==> src/rtl/seq_detect_pkg.sv <==
// Shared types and width helpers for the serial pattern detector.
package seq_detect_pkg;

    typedef enum logic {
        FILL  = 1'b0,
        ARMED = 1'b1
    } fsm_state_t;

    function automatic int fill_cnt_w(input int len);
        return $clog2(len);
    endfunction

    // A period of 1 still needs a one-bit counter so the declaration stays legal.
    function automatic int strobe_cnt_w(input int period);
        return (period <= 1) ? 1 : $clog2(period);
    endfunction

endpackage

==> src/rtl/seq_detect_shift_strobe_gen.sv <==
// Free-running sample strobe: pulses once every STROBE_PERIOD clk cycles.
module strobe_gen
    import seq_detect_pkg::*;
#(
    parameter int STROBE_PERIOD = 4
) (
    input  logic clk,
    input  logic reset_n,
    input  logic clr,
    output logic strobe
);

    localparam int CW = strobe_cnt_w(STROBE_PERIOD);
    localparam logic [CW-1:0] LAST = CW'(STROBE_PERIOD - 1);

    logic [CW-1:0] cnt;

    always_ff @(posedge clk or posedge reset_n) begin
        if (reset_n) begin
            cnt <= '0;
        end else if (clr || cnt == LAST) begin
            cnt <= '0;
        end else begin
            cnt <= cnt + 1'b1;
        end
    end

    assign strobe = (cnt == LAST);

endmodule

==> src/rtl/seq_detect_shift.sv <==
// Strobe-paced serial pattern detector with overlap control and a saturating match counter.
module seq_detect_shift
    import seq_detect_pkg::*;
#(
    parameter int             LEN           = 4,
    parameter logic [LEN-1:0] PATTERN       = 4'b1011,
    parameter int             STROBE_PERIOD = 4,
    parameter int             CNT_W         = 8
) (
    input  logic             clk,
    input  logic             reset_n,
    input  logic             in_bit,
    input  logic             en,
    input  logic             overlap,
    input  logic             clr,
    output logic [LEN-1:0]   shift_q,
    output logic             match,
    output logic [CNT_W-1:0] match_cnt,
    output logic             armed
);

    localparam int FW = fill_cnt_w(LEN);
    localparam logic [FW-1:0] FILL_LAST = FW'(LEN - 1);

    fsm_state_t     state;
    logic [FW-1:0]  fill_cnt;
    logic           strobe;
    logic           sample;
    logic [LEN-1:0] next_win;
    logic           window_full;
    logic           hit;

    strobe_gen #(
        .STROBE_PERIOD(STROBE_PERIOD)
    ) u_strobe (
        .clk    (clk),
        .reset_n(reset_n),
        .clr    (clr),
        .strobe (strobe)
    );

    assign sample   = strobe & en;
    assign next_win = {shift_q[LEN-2:0], in_bit};

    // The sample that completes the LEN-bit window is the first one compared;
    // earlier samples during FILL never match, whatever the stale bits hold.
    assign window_full = (state == ARMED) || (fill_cnt == FILL_LAST);
    assign hit         = sample && window_full && (next_win == PATTERN);

    always_ff @(posedge clk or posedge reset_n) begin
        if (reset_n) begin
            shift_q   <= '0;
            fill_cnt  <= '0;
            state     <= FILL;
            match     <= 1'b0;
            match_cnt <= '0;
        end else if (clr) begin
            shift_q   <= '0;
            fill_cnt  <= '0;
            state     <= FILL;
            match     <= 1'b0;
            match_cnt <= '0;
        end else begin
            match <= hit;
            if (hit && match_cnt != '1) begin
                match_cnt <= match_cnt + 1'b1;
            end
            if (sample) begin
                shift_q <= next_win;
                if (hit && !overlap) begin
                    // Non-overlapping: old bits stay in shift_q but must be refilled.
                    state    <= FILL;
                    fill_cnt <= '0;
                end else if (state == FILL) begin
                    if (fill_cnt == FILL_LAST) begin
                        state    <= ARMED;
                        fill_cnt <= '0;
                    end else begin
                        fill_cnt <= fill_cnt + 1'b1;
                    end
                end
            end
        end
    end

    assign armed = (state == ARMED);

endmodule

==> config.mk <==
export PLATFORM = sky130hd
export DESIGN_NAME = seq_detect_shift
export DESIGN_NICKNAME = d
export VERILOG_FILES = /design/src/rtl/seq_detect_pkg.sv /design/src/rtl/seq_detect_shift_strobe_gen.sv /design/src/rtl/seq_detect_shift.sv
export SDC_FILE = /design/constraint.sdc
export NUM_CORES = 1
export LEC_CHECK = 0
export ABC_AREA = 0
export ABC_CLOCK_PERIOD_IN_PS = 3900
export CAP_MARGIN = 10
export CORE_ASPECT_RATIO = 1.25
export CORE_UTILIZATION = 25
export CTS_CLUSTER_DIAMETER = 120
export DETAILED_ROUTE_END_ITERATION = 16
export PLACE_DENSITY = 0.53
export SYNTH_ARGS = -nofsm -noshare
export SYNTH_HDL_FRONTEND = slang
export SYNTH_HIERARCHICAL = 1
export SYNTH_SLANG_ARGS = --single-unit
==> constraint.sdc <==
create_clock -name clk -period 3.9 [get_ports clk]
set_clock_uncertainty 0.05 [all_clocks]
set_input_delay 0.78 -clock clk [delete_from_list [all_inputs] [get_ports clk]]
set_output_delay 0.78 -clock clk [all_outputs]
set_load 0.01 [all_outputs]
==> results of run 1 <==
==> synthesized netlist by cell type (2+ instances only) <==
cell type	count
or3_2	2
mux2i_1	2
ha_1	3
a32o_1	2
nand4_1	2
nand2_1	13
a21oi_1	9
nor3_1	2
dfrtp_1	18
o31ai_1	2
o21ai_0	4
nor4_1	3
nor2_1	8
inv_1	5
a211oi_1	2
clkbuf_1	3
nand3_1	5
==> stage by stage <==
step	cell area, um^2	worst slack, ns	hold slack [ns]	power, uW	utilization, %
after global placement	1151	1.299	0.3907	218.2	32.76
after floorplan	928.4	1.871	0.3716	208.5	-
after detailed placement	1151	1.278	0.4004	219.4	32.76
after global routing	1206	1.468	0.4337	381.3	34.33
after CTS	1206	1.543	0.4171	373.1	34.33
final	1206	1.535	0.4172	364.6	34.33
==> power breakdown <==
part           switching (uW)  internal (uW)
logic                    13.2           9.72
registers                2.04            190
clock network            60.2           89.5
total                    75.4            289
==> worst max-delay path: stages <==
cell and delay [ns]:
clkdlybuf4s50_1 0.52, nand4b_4 0.16, or2_1 0.35, or4_1 0.52, a21oi_1 0.15
==> placed cells by master, fill, tap and decap left out, types with 2 or more instances in the layout <==
master,count
clkdlybuf4s50_1,19
clkbuf_8,4
nor3_1,2
o31ai_1,2
ha_1,3
mux2i_1,2
nand3_1,5
a32o_1,2
nor2_1,8
dfrtp_1,18
o21ai_0,4
nand4_1,2
nand2_1,13
a21oi_1,9
a211oi_1,2
nor4_1,3
or3_2,2
inv_1,5
==> logic make-up (layout without fill, tap and decap cells) <==
group	count (synthesis)	after routing	synth area share, %
buf+inv	9	28	3.773
simple gates	44	44	26.69
fa+ha+maj	3	3	4.044
flops	18	18	48.52
mux	2	2	2.156
compound gates	21	21	14.82
==> how the worst max path moves through the flow <==
stage	from	end	slack [ns]	cells after the start
floorplan	in_bit	match_cnt[3]	1.87	5
global placement	in_bit	match_cnt[3]	1.30	5
detailed placement	in_bit	match_cnt[3]	1.28	5
CTS	in_bit	match_cnt[3]	1.54	5
global route	in_bit	match_cnt[3]	1.47	5
finish	in_bit	match_cnt[3]	1.54	5
==> area by class of cell <==
type	count	area [um^2]	share of cell area [%]
Tap cell	39	48.80	4.046
Timing Repair Buffer	19	190.2	15.77
Sequential cell	18	450.4	37.34
Multi-Input combinational cell	70	442.9	36.72
Inverter	5	18.77	1.556
Clock buffer	4	55.05	4.564
==> sequential cells by signal, indices dropped and copies added, names as in the netlist <==
signal	count
match	1
armed	1
shift_q	4
fill_cnt	2
match_cnt	8
u_strobe/cnt	2
==> routing by layer <==
layer | track usage, % | vias up | routed length, um
li1 | - | 390 | -
met1 | 15.20 | 364 | 938
met2 | 17.52 | 11 | 948
met3 | 2.963 | 2 | 70
met4 | 3.794 | 0 | 12
met5 | 0 | - | 0
==> metrics.yaml, run 1 <==
yosys.area.top_type: "dfrtp_1"
overflow: 0
cp.required_ns: 4.01
final_nets: 126
period_share_pct: 60.63
yosysSeqAreaShare_pct: 48.52
antenna_left: 0
routedWlPerCell_um: 12.71
leakage_uw: 0.0004924
dp_hpwl_um: 1439
portBuffers: 19
synth_top_area_share_pct: 48.52
vias_per_cell: 4.948
hold_buffers: 0
synth-edff-count: 0
wirelength_um: 1970
crit_type: "primary input to register"
grt_pass1_wl_um: 3629
cts_max_path_buffers: 2
holdPathStages: 1
core_um2: 3513
gp_congestion: 0.7660
drt_iter0_drc: 15
min-delay-start: "u_strobe/cnt[0]"
synthFlopType: "dfrtp_1"
synthDistinctLibCells: 29
syn_nets: 106
cp-start-kind: "primary input"
max_freq_mhz: 422.9
area_delta_synth_final_pct: 29.92
ir_drop_v: 0.0001332
synth_area_leaders: "dfrtp_1, nand2_1, a21oi_1"
numCtsBuffers: 3
die_h_um: 70.13
status: "finished, final reports clean"
finalSetupViolations: 0
ff2ff_setup_slack_ns: 1.90
hold_path_class: "register to register"
rows: 24
synthesis.area_um2: 928.4
fillers: 367
cap_violations: 0
postCtsSetupBuffers: 0
ys_ff_latch: 18
r2r_start: "u_strobe/cnt[0]"
holdPathEnd: "u_strobe/cnt[0]"
top_level_ports: 20
dr.pass1.iters: 2
r2r-end: "match_cnt[3]"
dp.cells: 151
clk_latency_ns: 0.25
synthCells: 97
h-tree-depth: 1
cp-end-kind: "register"
clock_sinks: 18
die_w_um: 56.51
rr_worst_depth: 5
drc: 0
antenna_found_initial: 0
cp_max_fo: 8
fin_crit_ns: 2.365
cp.arrival_ns: 2.48
root_buffer: "clkbuf_8"
fp.dieArea_um2: 3963
start_util_pct: 26.42
final_hold_viol_count: 0
powerDensity_nw_per_um2: 302.3
cts_resized: 0
grt_pass1_vias: 811
clk_pin_slew_worst_paths_ns: 0.07
num_vias: 767
final_max_slew_viol_count: 0
rsz0062_at_grt: "false"
cts_tree: "built"
fin_setup_tns_ns: 0
grt_max_degree: 19
n_antenna_cell: 0
avgSynthCellArea_um2: 9.571
worst_slew_pin_slew_ns: 0.7310
slew_headroom_pct: 51.11
grt_usage_pct: 11.31
ys_warn_count: 6
stdcell_count: 155
final_layout_size_suffix_gt1_share_pct: 9.483
async_reset_ff_share_pct: 100.0
Note: power is estimated with default switching activity, not from simulation.
==> inputs of run 2 (changes only) <==
ABC_CLOCK_PERIOD_IN_PS = 2050   (was 3900)
PLACE_DENSITY = 0.55   (was 0.53)
clock period = 2.05 ns   (was 3.9 ns; I/O delays follow)
==> run 2 against run 1 <==
  * Routed wire length is 6.1% higher
  * Via count is 5.6% higher
  * Die area stayed put
  * Sequential power is 90% higher
  * Non-clock buffer count is 4 higher
  * Sequential cell count stayed put
  * Critical path depth stayed put
  * Worst hold slack worse by 0.13 ns
  * Global-route usage is 0.27 points higher
  * Critical path type unchanged
  * Critical endpoint unchanged
  * Largest power group unchanged
==> metrics.yaml, run 2 (synthesis gave the netlist of run 1 again) <==
fin_setup_tns_ns: 0
postCtsSetupBuffers: 0
max_freq_mhz: 543.6
grt_usage_pct: 11.58
regMostFlops: "match_cnt"
fin_util_pct: 35.19
cp.arrival_ns: 1.97
final_cell_mix: "clkdlybuf4s50_1, dfrtp_1, nand2_1"
worst-path-buf-inv: 1
worst_slew_pin_slew_ns: 0.6516
cap_violations: 0
wirelength_um: 2091
start_util_pct: 26.42
grt_pass1_vias: 848
final_cell_area_um2: 1236
cts_max_path_buffers: 2
reg.largest.list: "match_cnt x8, shift_q x4"
hold_path_class: "primary input to async pin"
max_stage_delay_ns: 0.52
antenna_left: 0
root_buffer: "clkbuf_8"
period_share_pct: 89.74
path_delay_family: "simple AND/OR/NAND/NOR gates"
dr.pass1.iters: 2
die_h_um: 70.13
die_w_um: 56.51
final_hold_viol_count: 0
hold_buffers: 0
finalSetupViolations: 0
routedWlPerCell_um: 13.15
cpMaxStageDelayCell: "clkdlybuf4s50_1"
ff2ff_setup_slack_ns: 0.22
drc: 0
rsz0062_at_grt: "false"
overflow: 0
cp-end-kind: "register"
gp_congestion: 0.7966
fin_crit_ns: 1.840
final_max_slew_viol_count: 0
largest_reg_flops: 8
core_um2: 3513
post_dp_cell_area_um2: 1181
top_level_ports: 20
cts_resized: 0
area_delta_synth_final_pct: 33.15
grt_pass1_wl_um: 3698
slew_headroom_pct: 56.51
rr_worst_depth: 5
worst-path-stages: 5
path_cells: "clkdlybuf4s50_1 -> nand4b_4 -> or2_1 -> or4_1 -> a21oi_1"
r2r_start: "u_strobe/cnt[0]"
fp.dieArea_um2: 3963
cp.required_ns: 2.18
status: "finished, final reports clean"
numCtsBuffers: 3
antenna_found_initial: 0
rows: 24
n_antenna_cell: 0
final_nets: 130
cp-startpoint: "in_bit"
portBuffers: 19
h-tree-depth: 1
crit_type: "primary input to register"
endpoint: "match_cnt[3]"
leakage_uw: 0.0005096
clk_latency_ns: 0.25
dp_hpwl_um: 1477
num_vias: 810
clock_sinks: 18
r2r-end: "match_cnt[3]"
final_common_cell: "clkdlybuf4s50_1"
cp-start-kind: "primary input"
cts_tree: "built"
grt_max_degree: 17
drt_iter0_drc: 22
vias_per_cell: 5.094
cp_max_fo: 4
powerDensity_nw_per_um2: 572.7
ir_drop_v: 0.0002787
final_layout_size_suffix_gt1_share_pct: 12.50
clk_pin_slew_worst_paths_ns: 0.07
-- run 2: changes by cell type in the layout (fill, tap and decap cells not counted) --
| cell | before | now |
|---|---|---|
| buf_4 | 0 | 4 |
-- run 2: where the power goes --
group	total (uW)	leakage [uW]	switching [uW]	internal (uW)
logic	45.5	0.000232	25.9	19.6
clock network	298	0.0000288	127	171
registers	365	0.000249	3.86	361
total	708	0.000510	157	551
-- run 2: how the worst min path moves through the flow --
stage | start | to | depth (start not counted)
finish | reset_n | u_strobe/cnt[1] | 2
global route | reset_n | u_strobe/cnt[1] | 2
CTS | reset_n | u_strobe/cnt[1] | 2
detailed placement | u_strobe/cnt[0] | u_strobe/cnt[0] | 1
global placement | u_strobe/cnt[0] | u_strobe/cnt[0] | 1
floorplan | reset_n | u_strobe/cnt[0] | 1
-- run 2: layout make-up --
type                       instances  area, um^2
inverter                           5       18.77
clock buffer                       4       55.05
timing repair buffer              23       220.2
sequential                        18       450.4
fill                             365        2277
multi-input combinational         70       442.9
tap                               39       48.80
-- run 2: per-layer routing --
metal / vias to the layer above / global-route usage [%] / share of wire [%]
li1: 394 / - / -
met1: 396 / 15.44 / 50
met2: 16 / 18.17 / 45
met3: 4 / 1.296 / 3.0
met4: 0 / 6.233 / 1.5
met5: - / 0 / 0
-- run 2: per-stage QoR --
| step | worst slack (ns) | cells | hold WS [ns] | power [uW] |
|---|---|---|---|---|
| after floorplan | 0.1969 | 97 | 0.1012 | 396.6 |
| after global placement | -0.03031 | 155 | 0.3924 | 416.6 |
| after detailed placement | -0.06930 | 155 | 0.3976 | 418.2 |
| after CTS | 0.2067 | 159 | 0.2820 | 715.2 |
| after global routing | 0.1343 | 159 | 0.3093 | 733.2 |
| final | 0.2103 | 159 | 0.2870 | 708.0 |
==> inputs of run 3 (changes only) <==
ABC_AREA = 1   (was 0)
PLACE_DENSITY = 0.54   (was 0.55)
RECOVER_POWER = 25   (was default)
==> run 3 against run 2 <==
  * Synthesized cell count up 25%
  * Critical endpoint is now match_cnt[3]
  * Worst setup slack better by 0.12 ns
  * The flow now finishes with violations (design-rule violations)
  * Sequential share of layout area down 0.97 points
  * Critical path type is now register to output pin
==> metrics.yaml, run 3 <==
status: "finished with violations"
violations: "design-rule violations"
max_stage_delay_ns: 0.57
worst_slew_pin_slew_ns: 0.9305
synthDistinctLibCells: 23
numCtsBuffers: 3
die_w_um: 57.71
rows: 24
finalSetupViolations: 0
yosysSeqAreaShare_pct: 46.45
cp_max_fo: 5
cap_violations: 0
final_cell_mix: "nand2_1, dfrtp_1, clkdlybuf4s50_1"
fin_ws_ns: 0.3283
final_max_slew_viol_count: 0
synth_top_area_share_pct: 46.45
grt_pass1_vias: 856
rsz0062_at_grt: "false"
post-synth-top-count-cell: "nand2_1"
syn_nets: 130
ys_ff_latch: 18
cp-end-kind: "output pin"
synthesis.area_um2: 969.7
crit_type: "register to output pin"
yosys.area.top_type: "dfrtp_1"
hold_buffers: 0
num_vias: 848
fin_setup_tns_ns: 0
routedWlPerCell_um: 11.07
drt_iter0_drc: 23
synthCells: 121
async_reset_ff_share_pct: 100.0
leakage_uw: 0.0006091
clk_pin_slew_worst_paths_ns: 0.07
top_level_ports: 20
fp.dieArea_um2: 4133
largest_reg_flops: 8
cpMaxStageDelayCell: "clkdlybuf4s50_1"
vias_per_cell: 4.609
max_freq_mhz: 580.8
cts_resized: 0
core_um2: 3603
n_antenna_cell: 0
final_hold_viol_count: 0
dr.pass1.iters: 12
clock_sinks: 18
avgSynthCellArea_um2: 8.014
cts_tree: "built"
area_delta_synth_final_pct: 30.97
antenna_found_initial: 0
gp_congestion: 0.7727
cp.required_ns: 1.59
final_nets: 155
drc: 1
grt_pass1_wl_um: 3636
reg.largest.list: "match_cnt x8, shift_q x4"
grt_max_degree: 17
final_common_cell: "nand2_1"
hold_path_class: "register to register"
path_delay_family: "buffers and inverters"
period_share_pct: 83.98
h-tree-depth: 1
die_h_um: 71.63
synth_commonest_cells: "nand2_1, dfrtp_1, inv_1"
clk_latency_ns: 0.25
regMostFlops: "match_cnt"
portBuffers: 19
synth_area_leaders: "dfrtp_1, nand2_1, nand3_1"
worst-path-buf-inv: 1
start_util_pct: 26.91
cts_max_path_buffers: 2
fin_crit_ns: 1.722
fillers: 398
ir_drop_v: 0.0001772
synth-edff-count: 0
ys_warn_count: 6
final_layout_size_suffix_gt1_share_pct: 13.79
postCtsSetupBuffers: 0
powerDensity_nw_per_um2: 592.3
path_cells: "clkdlybuf4s50_1"
slew_headroom_pct: 37.97
grt_usage_pct: 11.34
synthFlopType: "dfrtp_1"
cp.arrival_ns: 1.26
antenna_left: 0
pre_cts_slack_ns: 0.2916
cp-start-kind: "register"
overflow: 0
dp_hpwl_um: 1556
root_buffer: "clkbuf_8"
wirelength_um: 2037
==> run 3: metrics by stage <==
stage	instance area (um^2)	instances	power [uW]	hold WS, ns	utilization, %
after floorplan	969.7	121	437.3	0.1012	-
after global placement	1219	180	470.4	0.3693	33.82
after detailed placement	1219	180	474.0	0.3788	33.82
after CTS	1274	184	768.2	0.2797	35.35
after global routing	1270	184	798.6	0.4079	35.24
final	1270	184	752.2	0.3849	35.24
==> run 3: worst paths after layout <==
check / cells past startpoint / startpoint / slack (ns) / to
max in group asynchronous: 3 / reset_n / 0.55 / match_cnt[7]
worst min-delay path: 1 / u_strobe/cnt[0] / 0.38 / u_strobe/cnt[0]
min in group asynchronous: 2 / reset_n / 0.42 / u_strobe/cnt[0]
worst min register to register: 1 / u_strobe/cnt[0] / 0.38 / u_strobe/cnt[0]
worst max-delay path: 1 / match_cnt[3] / 0.33 / match_cnt[3]
worst max register to register: 8 / match_cnt[0] / 0.59 / match_cnt[0]
==> run 3: cells by family (layout without fill, tap and decap cells) <==
| kind of cell | count (synthesis) | after routing | synth area share, % |
|---|---|---|---|
| AO/OA/AOI/OAI | 11 | 11 | 6.452 |
| flip-flops | 18 | 18 | 46.45 |
| XOR/XNOR | 3 | 3 | 2.710 |
| buffers and inverters | 18 | 42 | 7.096 |
| adder cells (fa/ha/maj) | 3 | 3 | 3.871 |
| AND/OR/NAND/NOR | 68 | 68 | 33.42 |
==> run 3: report_power, final <==
group / leakage [uW] / switching, uW / internal, uW
logic: 0.000334 / 46.1 / 36.9
clock network: 0.0000288 / 118 / 171
registers: 0.000246 / 10.2 / 371
==> run 3: cell type report <==
class                           instances  area (um^2)  share of cell area [%]
Clock buffer                            4        55.05                   4.335
Inverter                               17        63.81                   5.025
Multi-Input combinational cell         85        450.4                   35.47
Sequential cell                        18        450.4                   35.47
Tap cell                               39        48.80                   3.842
Timing Repair Buffer                   21        201.4                   15.86
==> run 3: routing by layer <==
| layer | up-vias | track usage [%] | share of wire (%) |
|---|---|---|---|
| li1 | 425 | - | - |
| met1 | 401 | 14.09 | 46 |
| met2 | 19 | 18.48 | 50 |
| met3 | 3 | 2.527 | 3.2 |
| met4 | 0 | 5.556 | 1.0 |
| met5 | - | 0 | 0 |
